==> src/rtl/systolic_array_ctrl_param.sv <==
// systolic_array_ctrl_param
//   Controller for a ROWS x COLS output-stationary systolic MAC array.
//   One-cycle init request runs CLEAR -> RUN -> DONE. Per-PE clr/read/write
//   strobes follow a skewed diagonal wavefront: PE(i,j) accumulates for K
//   cycles starting at t=i+j and stores its result at t=i+j+K.
//   RUN lasts T = K+ROWS+COLS-1 cycles (t = 0..T-1).
//   Optional feature macro: SA_CTRL_BACKTOBACK_EN (init sampled in DONE
//   restarts directly into CLEAR, giving a T+2 cycle job period).
//   Outputs are flopped from the next-state decode, so they carry the same
//   cycle timing as a Moore decode of the registered state and counter.
module systolic_array_ctrl_param #(
    parameter int ROWS = 5,
    parameter int COLS = 5,
    parameter int K    = 5
) (
    input  logic                 clk,
    input  logic                 rst,
    input  logic                 init,
    output logic [ROWS*COLS-1:0] read,
    output logic [ROWS*COLS-1:0] write,
    output logic [ROWS*COLS-1:0] clr,
    output logic                 busy,
    output logic                 done
);

    localparam int N  = ROWS * COLS;
    localparam int T  = K + ROWS + COLS - 1;
    localparam int TW = $clog2(T + 1);
    localparam logic [TW-1:0] T_LAST = TW'(T - 1);
    localparam logic [TW-1:0] T_ONE  = TW'(1);
    localparam logic [TW-1:0] T_ZERO = TW'(0);

    typedef enum logic [1:0] {
        S_IDLE  = 2'd0,
        S_CLEAR = 2'd1,
        S_RUN   = 2'd2,
        S_DONE  = 2'd3
    } state_t;

    state_t        state_q, state_d;
    logic [TW-1:0] t_q, t_d;
    logic [N-1:0]  read_q, read_d;
    logic [N-1:0]  write_q, write_d;
    logic [N-1:0]  clr_q, clr_d;
    logic          busy_q, busy_d;
    logic          done_q, done_d;

    // Accumulate window for every PE at wavefront time t: i+j <= t < i+j+K.
    function automatic logic [N-1:0] read_mask(input logic [TW-1:0] t);
        logic [N-1:0] m;
        int           tv;
        m  = {N{1'b0}};
        tv = int'(t);
        for (int i = 0; i < ROWS; i++) begin
            for (int j = 0; j < COLS; j++) begin
                m[i*COLS+j] = ((i + j) <= tv) && (tv < (i + j + K));
            end
        end
        return m;
    endfunction

    // Result-store strobe for every PE at wavefront time t: t == i+j+K.
    function automatic logic [N-1:0] write_mask(input logic [TW-1:0] t);
        logic [N-1:0] m;
        int           tv;
        m  = {N{1'b0}};
        tv = int'(t);
        for (int i = 0; i < ROWS; i++) begin
            for (int j = 0; j < COLS; j++) begin
                m[i*COLS+j] = (tv == (i + j + K));
            end
        end
        return m;
    endfunction

    // Next-state and wavefront counter logic.
    always_comb begin
        state_d = state_q;
        t_d     = t_q;
        case (state_q)
            S_IDLE: begin
                t_d = T_ZERO;
                if (init) begin
                    state_d = S_CLEAR;
                end else begin
                    state_d = S_IDLE;
                end
            end
            S_CLEAR: begin
                state_d = S_RUN;
                t_d     = T_ZERO;
            end
            S_RUN: begin
                if (t_q == T_LAST) begin
                    state_d = S_DONE;
                    t_d     = T_ZERO;
                end else begin
                    state_d = S_RUN;
                    t_d     = t_q + T_ONE;
                end
            end
            S_DONE: begin
                t_d = T_ZERO;
`ifdef SA_CTRL_BACKTOBACK_EN
                if (init) begin
                    state_d = S_CLEAR;
                end else begin
                    state_d = S_IDLE;
                end
`else
                state_d = S_IDLE;
`endif
            end
            default: begin
                state_d = S_IDLE;
                t_d     = T_ZERO;
            end
        endcase
    end

    // Output decode of the upcoming state/counter, captured into output flops.
    always_comb begin
        read_d  = {N{1'b0}};
        write_d = {N{1'b0}};
        clr_d   = {N{1'b0}};
        busy_d  = 1'b0;
        done_d  = 1'b0;
        case (state_d)
            S_IDLE: begin
                busy_d = 1'b0;
            end
            S_CLEAR: begin
                clr_d  = {N{1'b1}};
                busy_d = 1'b1;
            end
            S_RUN: begin
                read_d  = read_mask(t_d);
                write_d = write_mask(t_d);
                busy_d  = 1'b1;
            end
            S_DONE: begin
                done_d = 1'b1;
            end
            default: begin
                busy_d = 1'b0;
            end
        endcase
    end

    // State, counter and output registers with synchronous reset.
    always_ff @(posedge clk) begin
        if (rst) begin
            state_q <= S_IDLE;
            t_q     <= T_ZERO;
            read_q  <= {N{1'b0}};
            write_q <= {N{1'b0}};
            clr_q   <= {N{1'b0}};
            busy_q  <= 1'b0;
            done_q  <= 1'b0;
        end else begin
            state_q <= state_d;
            t_q     <= t_d;
            read_q  <= read_d;
            write_q <= write_d;
            clr_q   <= clr_d;
            busy_q  <= busy_d;
            done_q  <= done_d;
        end
    end

    assign read  = read_q;
    assign write = write_q;
    assign clr   = clr_q;
    assign busy  = busy_q;
    assign done  = done_q;

endmodule

==> config.mk <==
export PLATFORM = sky130hd
export DESIGN_NAME = systolic_array_ctrl_param
export DESIGN_NICKNAME = d
export VERILOG_FILES = /design/src/rtl/systolic_array_ctrl_param.sv
export SDC_FILE = /design/constraint.sdc
export NUM_CORES = 1
export LEC_CHECK = 0
export ABC_AREA = 1
export CORE_ASPECT_RATIO = 0.5
export CORE_UTILIZATION = 40
export CTS_CLUSTER_SIZE = 10
export DETAILED_ROUTE_END_ITERATION = 10
export PLACE_DENSITY = 0.79
export SYNTH_ARGS = -nofsm -noshare
export SYNTH_HDL_FRONTEND = slang
export SYNTH_SLANG_ARGS = --single-unit
==> constraint.sdc <==
create_clock -name clk -period 2.3 [get_ports clk]
set_input_delay 0.69 -clock clk [delete_from_list [all_inputs] [get_ports clk]]
set_output_delay 0.69 -clock clk [all_outputs]
set_load 0.02 [all_outputs]
**Yosys cells after proc, flatten, opt, wreduce, memory -nomap -nowiden**

Cells that the tools add are included.

- Equal/unequal tests: 16
- Add/sub/neg operators: 1
- Reductions and logical operators: 12
- Mux-type cells: 8
- Bitwise gates (word level): 1
- Magnitude comparators: 17

Operator list:

| kind | number |
|---|---|
| $eq 4x4->1 const B | 8 |
| $mux 25 | 1 |
| $lt 4x4->1 const B | 6 |
| $le 3x4->1 const A | 4 |
| $lt 4x3->1 const B | 3 |
| $eq 2x2->1 const B | 4 |
| $eq 4x3->1 const B | 2 |
| $le 2x4->1 const A | 2 |
| $logic_and 1x1->1 | 8 |
| $pmux 2 s4 | 1 |
| $pmux 4 s2 | 1 |
| $add 4x1->4 const B | 1 |
| $eq 2x1->1 const B | 2 |
| $le 1x4->1 const A | 1 |
| $le 4x4->1 const A | 1 |
| $mux 1 | 4 |
| $mux 4 | 1 |
| $reduce_or 2->1 | 2 |
| $reduce_or 3->1 | 1 |
| $logic_not 2->1 | 1 |
| $not 1->1 | 1 |

- Output and inout port bits: 77
- Bits in registers: 83
- Bits of input ports: 3
- Logic and storage cells: 62

**Longest topological paths before layout**

- Depth after elaboration: 6
- Gate-level depth with buffers: 12
- Mapped depth without buffers: 12

**Worst setup path after synthesis**

OpenSTA, ideal clock, no wires.

- Path type: register to output
- From: register, netlist name clr[23]
- To: output port clr[10]
- Path slack: 0.562 ns
- Data arrival time: 1.048 ns
- Buffers on the path: 1
- Stages on the path, launching flop included: 2
- Data required time: 1.610 ns
- Cell sequence: dfxtp_1 -> buf_4

RTL lines:

| item | line | text |
|---|---|---|
| end, declared | 21 | `output logic [ROWS*COLS-1:0] clr,` |

==> impl_metrics.json <==
{
  "final_max_slew_viol_count": 0,
  "setup_slack_ns": 0.151,
  "cts_hold_repair_buffers": 0,
  "setup_repair_after_global_routing_missed_its_margin": "no",
  "slew-limit-headroom_pct": 83.9,
  "power_density_over_the_cells_mw_per_mm2": 475,
  "global_route.usage.met1_pct": 18.7,
  "status": "completed",
  "timing.setup.critical_path_class": "flip-flop to output port",
  "static-leakage-power_uw": 0.000834,
  "coreArea_mm2": 0.00358,
  "post_dp_cell_area_mm2": 0.00203,
  "inserted_clock_buffers": 3,
  "postCtsSetupRepairBufs": 0,
  "track_usage_pct": 13.7,
  "finalSetupViolCount": 0,
  "clock_sink_count": 27,
  "placement.io_buffers": 79,
  "fin_setup_tns_ns": 0,
  "placed_cells_incl_taps": 266,
  "detailedRoute.firstIterationViolations": 58,
  "clock_skews_ns": 0.00439,
  "max-clock-path-buffers": 2,
  "synth.mux.area_fraction_pct": 0,
  "worst_skew_pair.late_latency_ns": 0.27,
  "achievable-frequency_mhz": 465,
  "synth_enable_flop_cells": 0,
  "grt_util_met3_pct": 2.48,
  "setup.worst_path.start_class": "flip-flop",
  "ir_worst_vdd_uv": 177,
  "cts-htree-levels": 1,
  "syn-cell-area_mm2": 0.00157,
  "clock_period_minus_final_worst_setup_slack_ns": 2.15,
  "post_synth_and_or_nand_nor_area_fraction_pct": 24.7,
  "number_of_global_route_vias_before_repair": 948,
  "fin_cells": 270,
  "worst_hold_path_type": "flip-flop to flip-flop",
  "dieArea_mm2": 0.00419,
  "grt_overflow": 0,
  "worst_setup_path_end_kind": "output port",
  "cts.reportedPaths.clkPinSlew_ns": 0.09,
  "timing.critical_path.fanout_max": 25,
  "boundaryPins": 80,
  "synth.yosys.warnings": 0,
  "synth.yosys.seq_area_share_pct": 34.5,
  "arithmetic_cell_share_of_the_synthesized_area_counting_full_adders_half_adders_and_majority_gates_pct": 5.59,
  "postSynthCellCount": 190,
  "synth_fp_nets": 200,
  "gp_congestion": 0.918,
  "detail_route.first_pass.iterations": 4,
  "antenna-diode-count": 0,
  "detail-route-antenna-nets": 0,
  "finish.net_count": 230,
  "synth_compound_gate_area_share_pct": 2.00,
  "drc": 0,
  "synthToLayoutAreaGrowth_pct": 32.1,
  "cts_tree": "yes",
  "ys_async_sr_fraction_pct": 0,
  "wire_per_inst_um": 10.4,
  "globalRoute.busiestLayer": "met2",
  "critical_path_required_ns": 1.61,
  "grt_max_degree": 26,
  "postLayoutCellArea_mm2": 0.00207,
  "dpl.hpwl_um": 2370,
  "synth-xor-area-share_pct": 0,
  "antenna_found_initial": 0,
  "synth_cell_types": 21,
  "most_used_cells_in_the_layout_excluding_fill_and_tap_cells": "clkdlybuf4s50_1 (79), dfxtp_1 (27), nor2_1 (25)",
  "hold_violations": 0,
  "synth_top_family_by_area": "buffers and inverters",
  "share_of_post_route_cells_with_drive_strength_above_1_pct": 12.8,
  "most_common_cell_after_layout_fill_and_taps_aside": "clkdlybuf4s50_1",
  "post_cts.resized_instances": 0,
  "timing.critical_path.arrival_ns": 1.46,
  "drt-total-wl_um": 2820,
  "drv.max_cap_violation_count": 0,
  "synth_top_flop_cell": "dfxtp_1",
  "preCtsSetupSlack_ns": 0.210,
  "postSynthAreaPerCell_um2": 8.25,
  "start_util_pct": 43.7,
  "globalRouteMet2Util_pct": 23.8,
  "worstMarginPinSlew_ns": 0.240,
  "grt_pass1_wl_um": 4490,
  "reg2reg_setup_slack_ns": 0.56,
  "vias_per_cell": 4.17,
  "row_count": 15,
  "dr_total_vias": 1127,
  "die_width_um": 90.5,
  "timing.final.crit_share_pct": 93.5,
  "cts_root_buf": "clkbuf_8",
  "die_y_um": 46.3,
  "synth-seq-cells": 27
}
==> Yosys cell counts (2+ instances only) <==
cell type | n | area [um^2]
nor2_1 | 25 | 93.8
nand2_4 | 5 | 56.3
nand3_1 | 4 | 20.0
a21oi_1 | 3 | 15.0
nor2_2 | 2 | 12.5
dfxtp_1 | 27 | 541
inv_2 | 2 | 7.51
ha_1 | 7 | 87.6
inv_1 | 20 | 75.1
nand2_1 | 18 | 67.6
nand4_1 | 4 | 25.0
buf_4 | 56 | 420
nand3_2 | 4 | 40.0
nor2_4 | 3 | 33.8
nor3_1 | 2 | 10.0
nand2_2 | 3 | 18.8
==> routing by layer <==
metal / part of all wire, % / vias to the layer above / wire length (um)
li1: - / 578 / -
met2: 47 / 50 / 1340
met5: 0 / - / 0
met4: 0.28 / 0 / 8
met3: 7.5 / 3 / 211
met1: 45 / 496 / 1260
==> critical path, stage by stage, from the launching register on <==
cell	delay, ns
dfxtp_1	0.32
buf_4	0.22
clkdlybuf4s50_1	0.65
==> sequential cells by signal, summed over array words and instances (netlist names) <==
| name | count |
|---|---|
| read | 9 |
| write | 9 |
| t_q | 4 |
| state_q | 2 |
| busy | 1 |
| clr | 1 |
| done | 1 |
==> worst paths after layout <==
| kind | depth (start not counted) | endpoint | start |
|---|---|---|---|
| worst max register to register | 9 | read[5] | t_q[0] |
| worst min-delay path | 3 | write[0] | t_q[3] |
| worst max-delay path | 2 | clr[21] | clr[23] |
| worst min register to register | 3 | write[0] | t_q[3] |
==> logic make-up (layout without fill, tap and decap cells) <==
family,count (synthesis),count (layout)
AO/OA/AOI/OAI,5,5
adder cells (fa/ha/maj),7,7
buffers and inverters,80,109
flip-flops,27,27
AND/OR/NAND/NOR,71,71
==> final cells by class <==
type	instances	area, um^2
fill	318	1510
timing repair buffer	82	826
sequential	27	541
multi-input combinational	83	507
inverter	23	88.8
tap	51	63.8
clock buffer	4	45.0
==> per-stage QoR <==
step	util [%]	hold slack [ns]	total power, uW
floorplan	-	0.579	670
global placement	56.5	0.623	726
detailed placement	56.5	0.649	729
CTS	57.8	0.662	991
global route	57.8	0.726	1020
finish	57.8	0.665	983
==> power breakdown <==
group	switching (uW)	internal, uW	leakage, uW
clock network	142	124	0.0000228
logic	131	102	0.000593
registers	5.11	478	0.000218
total	279	704	0.000834
(Power assumes the default switching activity.)
